## src/rtl/pos_txn_ctrl.sv

```systemverilog
// POS sale controller: switch sync/debounce, sale FSM, item/total bookkeeping
// and a sequential binary-to-BCD converter for the total readout.
module pos_txn_ctrl #(
  parameter int unsigned DEBOUNCE_CYCLES = 500000,
  parameter int unsigned MAX_ITEMS       = 15
) (
  input  logic        clk,
  input  logic        rst_n,
  input  logic [7:0]  sw,
  output logic [1:0]  state,
  output logic [3:0]  item_count,
  output logic [3:0]  last_item,
  output logic [13:0] total_cents,
  output logic [15:0] total_bcd,
  output logic        bcd_valid,
  output logic        err
);

  localparam int unsigned CntW   = $clog2(DEBOUNCE_CYCLES + 1);
  localparam logic [3:0]  MaxCnt = 4'(MAX_ITEMS);

  typedef enum logic [1:0] {StIdle = 2'd0, StScan = 2'd1, StDone = 2'd2} state_e;

  state_e      state_q, state_d;
  logic [7:0]  sync1_q, sync2_q;
  logic [3:0]  db_q, rise_q;
  logic [CntW-1:0] db_cnt_q [4];
  logic [3:0]  count_q, count_d, last_q, last_d;
  logic        lv_q, lv_d, err_q, err_d;
  logic [13:0] total_q, total_d;
  logic        do_clear, do_start, do_acc, do_void;
  logic [9:0]  price_new, price_last;
  logic [14:0] sum;

  // 50*(c+1) = 32p + 16p + 2p with p = c+1
  function automatic logic [9:0] price(input logic [3:0] c);
    logic [4:0] p;
    p = {1'b0, c} + 5'd1;
    return {p, 5'b0} + {1'b0, p, 4'b0} + {4'b0, p, 1'b0};
  endfunction

  always_ff @(posedge clk or negedge rst_n) begin
    if (!rst_n) begin
      sync1_q <= '0;
      sync2_q <= '0;
      db_q    <= '0;
      rise_q  <= '0;
      for (int i = 0; i < 4; i++) db_cnt_q[i] <= '0;
    end else begin
      sync1_q <= sw;
      sync2_q <= sync1_q;
      for (int i = 0; i < 4; i++) begin
        rise_q[i] <= 1'b0;
        if (sync2_q[4+i] != db_q[i]) begin
          if (db_cnt_q[i] == CntW'(DEBOUNCE_CYCLES - 1)) begin
            db_q[i]     <= sync2_q[4+i];
            db_cnt_q[i] <= '0;
            rise_q[i]   <= sync2_q[4+i];
          end else begin
            db_cnt_q[i] <= db_cnt_q[i] + 1'b1;
          end
        end else begin
          db_cnt_q[i] <= '0;
        end
      end
    end
  end

  assign price_new  = price(sync2_q[3:0]);
  assign price_last = price(last_q);
  assign sum        = {1'b0, total_q} + {5'b0, price_new};

  always_ff @(posedge clk or negedge rst_n) begin
    if (!rst_n) state_q <= StIdle;
    else        state_q <= state_d;
  end

  // rise_q = {pay, cancel, void, add}; priority cancel > pay > void > add
  always_comb begin
    state_d  = state_q;
    err_d    = 1'b0;
    do_clear = 1'b0;
    do_start = 1'b0;
    do_acc   = 1'b0;
    do_void  = 1'b0;
    if (rise_q[2]) begin
      do_clear = 1'b1;
      state_d  = StIdle;
    end else if (rise_q[3]) begin
      case (state_q)
        StIdle:  err_d = 1'b1;
        StScan:  state_d = StDone;
        default: ;
      endcase
    end else if (rise_q[1]) begin
      if (state_q == StScan && lv_q) begin
        do_void = 1'b1;
        if (count_q == 4'd1) state_d = StIdle;
      end else begin
        err_d = 1'b1;
      end
    end else if (rise_q[0]) begin
      case (state_q)
        StIdle: begin
          do_start = 1'b1;
          state_d  = StScan;
        end
        StScan: begin
          if (count_q < MaxCnt && sum <= 15'd9999) do_acc = 1'b1;
          else err_d = 1'b1;
        end
        default: err_d = 1'b1;
      endcase
    end
  end

  always_comb begin
    count_d = count_q;
    last_d  = last_q;
    lv_d    = lv_q;
    total_d = total_q;
    if (do_clear) begin
      count_d = '0;
      last_d  = '0;
      lv_d    = 1'b0;
      total_d = '0;
    end else if (do_start) begin
      count_d = 4'd1;
      last_d  = sync2_q[3:0];
      lv_d    = 1'b1;
      total_d = {4'b0, price_new};
    end else if (do_acc) begin
      count_d = count_q + 4'd1;
      last_d  = sync2_q[3:0];
      lv_d    = 1'b1;
      total_d = sum[13:0];
    end else if (do_void) begin
      count_d = count_q - 4'd1;
      lv_d    = 1'b0;
      total_d = total_q - {4'b0, price_last};
    end
  end

  always_ff @(posedge clk or negedge rst_n) begin
    if (!rst_n) begin
      count_q <= '0;
      last_q  <= '0;
      lv_q    <= 1'b0;
      total_q <= '0;
      err_q   <= 1'b0;
    end else begin
      count_q <= count_d;
      last_q  <= last_d;
      lv_q    <= lv_d;
      total_q <= total_d;
      err_q   <= err_d;
    end
  end

  // Double-dabble: shift register {bcd[15:0], bin[13:0]}, one iteration per cycle
  logic        bcd_busy_q, bcd_valid_q;
  logic [3:0]  bcd_cnt_q;
  logic [29:0] bcd_sh_q;
  logic [13:0] bcd_src_q;
  logic [15:0] bcd_q;

  function automatic logic [29:0] dd_step(input logic [29:0] s);
    logic [29:0] t;
    t = s;
    for (int d = 0; d < 4; d++) begin
      if (t[14+4*d +: 4] >= 4'd5) t[14+4*d +: 4] = t[14+4*d +: 4] + 4'd3;
    end
    return {t[28:0], 1'b0};
  endfunction

  always_ff @(posedge clk or negedge rst_n) begin
    if (!rst_n) begin
      bcd_busy_q  <= 1'b0;
      bcd_valid_q <= 1'b1;
      bcd_cnt_q   <= '0;
      bcd_sh_q    <= '0;
      bcd_src_q   <= '0;
      bcd_q       <= '0;
    end else if (total_q != bcd_src_q) begin
      bcd_busy_q  <= 1'b1;
      bcd_valid_q <= 1'b0;
      bcd_cnt_q   <= '0;
      bcd_sh_q    <= {16'b0, total_q};
      bcd_src_q   <= total_q;
    end else if (bcd_busy_q) begin
      if (bcd_cnt_q == 4'd14) begin
        bcd_q       <= bcd_sh_q[29:14];
        bcd_valid_q <= 1'b1;
        bcd_busy_q  <= 1'b0;
      end else begin
        bcd_sh_q  <= dd_step(bcd_sh_q);
        bcd_cnt_q <= bcd_cnt_q + 4'd1;
      end
    end
  end

  assign state       = state_q;
  assign item_count  = count_q;
  assign last_item   = last_q;
  assign total_cents = total_q;
  assign total_bcd   = bcd_q;
  assign bcd_valid   = bcd_valid_q;
  assign err         = err_q;

endmodule

```

## config.mk

```make
export PLATFORM = sky130hd
export DESIGN_NAME = pos_txn_ctrl
export DESIGN_NICKNAME = d
export VERILOG_FILES = /design/src/rtl/pos_txn_ctrl.sv
export SDC_FILE = /design/constraint.sdc
export NUM_CORES = 1
export LEC_CHECK = 0
export CAP_MARGIN = 20
export CORE_ASPECT_RATIO = 2
export CORE_MARGIN = 2
export CORE_UTILIZATION = 43
export CTS_CLUSTER_SIZE = 12
export DETAILED_ROUTE_END_ITERATION = 6
export GPL_TIMING_DRIVEN = 0
export SETUP_SLACK_MARGIN = 0.5
export SYNTH_ARGS = -nofsm -noshare
export SYNTH_HDL_FRONTEND = slang
export SYNTH_SLANG_ARGS = --single-unit
```

## constraint.sdc

```tcl
create_clock -name clk -period 5.9 [get_ports clk]
set_input_delay 1.475 -clock clk [delete_from_list [all_inputs] [get_ports clk]]
set_output_delay 1.475 -clock clk [all_outputs]
set_load 0.01 [all_outputs]
```

==> results of run 1 <==
==> placed cells by master, fill, tap and decap left out, types with 11 or more instances in the layout <==
master	synthesis	final
o21ai_0	46	46
mux2i_1	19	19
nand3_1	38	38
or3_1	12	12
nand2_1	91	91
xnor2_1	52	52
clkbuf_16	0	17
clkdlybuf4s50_1	0	49
a21oi_1	49	48
dfrtp_1	189	189
inv_1	41	41
xor2_1	68	68
and3_1	20	20
clkbuf_1	39	43
nand2b_1	12	12
nor3_1	14	14
nand4_1	11	11
nor2_1	126	126
mux2_2	20	20
ha_1	54	54
==> report_power, final <==
part           switching [W]  internal (W)  total (W)
sequential        0.00000995       0.00131    0.00132
combinational       0.000110     0.0000648   0.000175
clock               0.000480      0.000585    0.00106
total               0.000600       0.00196    0.00256
==> final cells by class <==
cell class                      instances  area [um2]
Clock buffer                           23         458
Fill cell                            2192       11600
Multi-Input combinational cell        761        5140
Tap cell                              283         354
Inverter                               41         154
Sequential cell                       190        4760
Timing Repair Buffer                   52         541
Clock inverter                          7        66.3
Buffer                                 48         210
==> per-layer routing <==
metal | part of all wire, % | global-route usage, % | up-vias
li1 | - | - | 3710
met1 | 36 | 18.2 | 3765
met2 | 57 | 37.5 | 113
met3 | 2.8 | 4.12 | 50
met4 | 4.1 | 10.8 | 0
met5 | 0 | 0 | -
==> repair_timing <==
| item | in CTS | in global routing |
|---|---|---|
| buffers inserted | 0 | 1 |
| resized for setup | 2 | 3 |
| pin swaps | 0 | 1 |
| setup endpoints to repair | 2 | 15 |
==> worst max-delay path: stages, from the launching register on <==
cell	delay, ns
dfrtp_1	0.37
clkbuf_2	0.22
inv_1	0.09
ha_1	0.38
xnor2_1	0.21
xnor2_1	0.10
ha_1	0.22
ha_1	0.21
nor2_1	0.13
xnor2_1	0.16
ha_1	0.35
a211oi_2	0.31
o211ai_2	0.16
a211oi_1	0.42
a211oi_1	0.13
a2111oi_2	0.54
nor4_4	0.12
nor2b_1	0.15
buf_6	0.17
nor3_4	0.06
buf_4	0.19
a221o_1	0.34
==> registers in the layout, indices dropped and copies added, names as in the netlist, 2 cells and up <==
signal and cells:
bcd_src_q 13, bcd_sh_q 30, state 2, item_count 4, total_bcd 16, total_cents 13
rise_q 4, db_q 4, sync2_q 8, last_item 4, db_cnt_q 76, sync1_q 8
bcd_cnt_q 4
==> through the flow <==
step	TNS, ns	cell area (um2)
CTS	0	11700
finish	0	11700
global placement	-903.89	11100
floorplan	0	10200
global route	0	11700
detailed placement	0	11100
==> cells by family after synthesis <==
| family | Yosys count | share of synthesized area (%) |
|---|---|---|
| compound gates | 171 | 11.1 |
| mux | 40 | 4.20 |
| fa+ha+maj | 55 | 6.79 |
| other cells | 1 | 0.0366 |
| simple gates | 374 | 17.6 |
| xor+xnor | 120 | 10.3 |
| buf+inv | 89 | 3.54 |
| flops | 190 | 46.4 |
==> how the worst min path moves through the flow <==
stage | end | slack (ns) | depth (start not counted)
global route | sync2_q[1] | 0.36 | 0
detailed placement | sync2_q[7] | 0.34 | 0
finish | sync2_q[1] | 0.35 | 0
floorplan | sync2_q[0] | 0.33 | 0
global placement | sync2_q[6] | 0.33 | 0
CTS | sync2_q[7] | 0.35 | 0
==> impl_metrics.csv, run 1 <==
group,metric,value,unit
run_status,status,"finished with violations",
run_status,violations,"design-rule violations",
die,fp.dieH,222,um
clock_tree,cts_sinks,190,
sta,period_needed,5.16,ns
final_layout,final_util,50.1,%
setup_path,reg2regPathDepth,21,
sta,relSlewSlack,38.9,%
die,dieArea,25100,um2
sta,worst_pin_slew,0.904,ns
placement,pre_cts_ws,0.408,ns
logic_synthesis,yosysWarnings,0,
setup_path,worstPathArrival,5.47,ns
routing,drt_iter0_drc,341,
placement,io_buffers,50,
power_and_ir_drop,ir_drop,0.190,mV
global_route,grt_max_degree,100,
placement,dpl.cell_count,1374,
power_and_ir_drop,power_per_cell_area,219,nW/um2
routing,drc,4,
power_and_ir_drop,total_power,0.00256,W
logic_synthesis,async_flop_share,100,%
die,start_util,43.9,%
logic_synthesis,ys_seq_elements,190,
final_layout,post_route_cells_drive_above_1_share,6.60,%
clock_tree,root_buffer,"clkbuf_16",
logic_synthesis,synth_cell_types,75,
power_and_ir_drop,p_leak,5.29,nW
routing,via_count,7638,
clock_tree,htreeDepth,4,
global_route,antenna_found_initial,0,
sta,finalHoldViolations,0,
sta,fin_crit_sh,87.4,%
clock_tree,hold_buffers,0,
routing,wl,23.0,mm
sta,rsz0062_at_grt,"yes",
setup_path,crit_path_start,"sync2_q[0]",
logic_synthesis,synthesis.area,10200,um2
setup_path,r2r-end,"total_cents[3]",
sta,drv_slew,0,
placement,gp_congestion,0.847,
final_layout,final-instance-count-excl-fill,1405,
logic_synthesis,synth-edff-count,0,
die,num_rows,79,
logic_synthesis,synthesis.nets,1105,
final_layout,antenna_cells,0,
sta,timing.hold.ws,0.350,ns
setup_path,worstSetupStartpointType,"flop",
final_layout,nets,1176,
routing,drt-pass1-iter-count,6,
global_route,grt_usage,19.3,%
logic_synthesis,yosysTopAreaCellShare,46.2,%
global_route,grt.overflow.total,0,
setup_path,end_kind,"flop",
die,coreArea,23300,um2
global_route,grt_pass1_wl,38.5,mm
setup_path,cp-endpoint,"total_cents[3]",
logic_synthesis,syn_avg_cell_area,9.85,um2
worst_hold_path,hold_class,"reg2reg",
global_route,grt_pass1_vias,7959,
routing,via_per_inst,5.44,
setup_path,r2r-start,"sync2_q[0]",
routing,wire_per_inst,16.4,um
setup_path,path_class,"reg2reg",
logic_synthesis,synthTopCellsByCount,"dfrtp_1, nor2_1, nand2_1",
setup_path,rrSetupSlack,0.74,ns
die,io_pins,52,
logic_synthesis,synth_most_common_cell,"dfrtp_1",
clock_tree,cts_tree,"yes",
sta,finalSetupViolCount,0,
die,die_x,113,um
clock_tree,clkTransAtPathRegs,0.07,ns
logic_synthesis,seq_area_frac_synth,46.4,%
worst_hold_path,holdCritStartpoint,"sync1_q[1]",
sta,fin_ws,0.741,ns
setup_path,cp.required,6.21,ns
logic_synthesis,yosys.area.top_type,"dfrtp_1",
setup_path,critPathMaxFanout,10,
routing,final_antenna_net_count,0,
final_layout,syn_to_final_growth,14.1,%
clock_tree,numCtsBuffers,17,
logic_synthesis,syn_inst,1040,
placement,dp_hpwl,17.2,mm
logic_synthesis,synth_ff_type,"dfrtp_1",
logic_synthesis,synth_area_leaders,"dfrtp_1, ha_1, xor2_1, nor2_1, xnor2_1",
clock_tree,cts_buffer_depth,2,
run,cap_violations,0,
sta,fin_skew,0.00936,ns
sta,fmax,194,MHz
clock_tree,clk_latency,0.45,ns
No activity file was read; power rests on OpenSTA's default activity.
==> inputs of run 2 (changes only) <==
CORE_UTILIZATION = 53   (was 43)
PLACE_DENSITY = 0.72   (was unset)
==> impl_metrics.csv, run 2 (synthesis results as in run 1) <==
group,metric,value,unit
run_status,status,"complete, no violations",
run,cap_violations,0,
routing,wl_met2,12.7,mm
setup_path,worstSetupPathDepth,20,
placement,dp_hpwl,16.7,mm
power_and_ir_drop,ir_drop,0.186,mV
global_route,antenna_found_initial,0,
routing,drc,0,
power_and_ir_drop,swShare,25.5,%
final_layout,layout.area.seq,4760,um2
power_and_ir_drop,pwr-share-seq,50.9,%
final_layout,final-instance-count-excl-fill,1387,
sta,fin_ws,0.774,ns
clock_tree,numCtsBuffers,17,
setup_path,critPathMaxFanout,10,
setup_path,critical-path-top-delay-family,"compound AO/OA/AOI/OAI gates",
setup_path,worstPathArrival,5.45,ns
placement,pre_cts_ws,0.214,ns
final_layout,mostFrequentLayoutCells,"dfrtp_1, nor2_1, nand2_1",
sta,relSlewSlack,53.5,%
sta,drv_slew,0,
power_and_ir_drop,p_leak,5.35,nW
clock_tree,clk_latency,0.45,ns
routing,via_count,7725,
routing,wirelength_met1,7.99,mm
power_and_ir_drop,power_per_cell_area,222,nW/um2
sta,fmax,195,MHz
power_and_ir_drop,power.internal,0.00194,W
final_layout,final_util,61.2,%
setup_path,max_stage_delay,0.44,ns
setup_path,cp_slowest_cell,"or3_1",
routing,wire_per_inst,16.2,um
placement,dpl.cell_count,1350,
routing,top_layer,"met4",
routing,final_antenna_net_count,0,
die,coreArea,19200,um2
final_layout,final_common_cell,"dfrtp_1",
setup_path,path_buf_inv,3,
sta,period_needed,5.13,ns
sta,fin_skew,0.0136,ns
routing,drt_iter0_drc,256,
final_layout,post_route_cells_drive_above_1_share,7.98,%
setup_path,cp-endpoint,"total_cents[6]",
setup_path,crit_path_start,"sync2_q[0]",
setup_path,r2r-start,"sync2_q[0]",
final_layout,syn_to_final_growth,14.6,%
placement,io_buffers,50,
final_layout,largest_reg_flops,76,
setup_path,reg2regPathDepth,20,
final_layout,regMostFlops,"db_cnt_q",
clock_tree,cts_sinks,190,
sta,worst_pin_slew,0.698,ns
power_and_ir_drop,p_sw,0.000663,W
final_layout,nets,1180,
power_and_ir_drop,combPwrFrac,7.4,%
placement,gp_congestion,0.900,
sta,finalHoldViolations,0,
die,num_rows,72,
setup_path,cpMostUsedCell,"ha_1",
final_layout,multiInputGateArea,5170,um2
clock_tree,cts_buffer_depth,2,
setup_path,worstSetupStartpointType,"flop",
setup_path,end_kind,"flop",
setup_path,cp_cell_sequence,"clkbuf_2 > inv_1 > ha_1 > xnor2_1 > xnor2_1 > ha_1 > ha_1 > nor2_1 > xnor2_2 > ha_2 > a211oi_2 > o211ai_2 > a221oi_4 > xor2_1 > a41o_1 > or3_1 > o21ai_4 > buf_6 > o22ai_1 > a221o_1",
sta,fin_crit_sh,86.9,%
global_route,grt_usage,23.2,%
die,io_pins,52,
global_route,grt.overflow.total,0,
clock_tree,root_buffer,"clkbuf_16",
setup_path,cp.required,6.22,ns
sta,finalSetupViolCount,0,
clock_tree,htreeDepth,4,
global_route,grt_max_degree,106,
worst_hold_path,hold_class,"reg2reg",
die,start_util,53.4,%
routing,via_per_inst,5.57,
die,die_x,102,um
setup_path,rrSetupSlack,0.77,ns
die,dieArea,20500,um2
final_layout,fill_cells,1677,
setup_path,r2r-end,"total_cents[6]",
routing,drt-pass1-iter-count,5,
routing,wl,22.4,mm
global_route,grt_pass1_wl,37.0,mm
die,fp.dieH,201,um
clock_tree,cts_tree,"yes",
final_layout,antenna_cells,0,
clock_tree,clkTransAtPathRegs,0.07,ns
setup_path,path_class,"reg2reg",
sta,rsz0062_at_grt,"no",
global_route,grt_pass1_vias,7982,
power_and_ir_drop,clkPwrFrac,41.7,%
routing,wl_met3,585,um
## run 2: final cells by class
cell class	instances	share of cell area [%]
buffer	48	1.79
clock buffer	17	3.63
clock inverter	15	1.03
inverter	41	1.31
multi-input combinational	761	44.1
sequential	190	40.5
tap	259	2.76
timing repair buffer	56	4.86
## run 2: metal layers
layer  GRT usage [%]  up-vias
met5               0        -
met4            13.5        0
met3            4.77       62
met2            42.7      131
met1            22.9     3805
li1                -     3727
## run 2: power groups by stage
stage          clock [W]  combinational [W]  sequential [W]
2_1_floorplan          0           0.000110         0.00135
3_3_place_gp           0           0.000173         0.00135
3_5_place_dp           0           0.000179         0.00135
4_1_cts          0.00112           0.000184         0.00132
5_1_grt          0.00117           0.000214         0.00132
6_report         0.00109           0.000193         0.00132
## run 2: worst min path at each step
stage                from    endpoint  depth (start not counted)
6_report       sync1_q[2]  sync2_q[2]                          0
5_1_grt        sync1_q[1]  sync2_q[1]                          0
4_1_cts        sync1_q[6]  sync2_q[6]                          0
3_5_place_dp   sync1_q[6]  sync2_q[6]                          0
3_3_place_gp   sync1_q[6]  sync2_q[6]                          0
2_1_floorplan  sync1_q[0]  sync2_q[0]                          0
## run 2: through the flow
| step | cell area [um2] | TNS [ns] | power (W) | hold WS, ns |
|---|---|---|---|---|
| 2_1_floorplan | 10200 | 0 | 0.00146 | 0.331 |
| 3_3_place_gp | 11100 | -850.12 | 0.00152 | 0.332 |
| 3_5_place_dp | 11100 | 0 | 0.00153 | 0.342 |
| 4_1_cts | 11700 | 0 | 0.00262 | 0.359 |
| 5_1_grt | 11700 | 0 | 0.00271 | 0.360 |
| 6_report | 11700 | 0 | 0.00260 | 0.353 |
## run 2: timing repair
action | in CTS | in global routing
hold endpoints to repair | 0 | 0
setup buffers | 0 | 5
setup endpoints to repair | 17 | 14
gates cloned | 0 | 0
gates resized for setup | 4 | 6
hold buffers | 0 | 0
pin swaps | 0 | 5
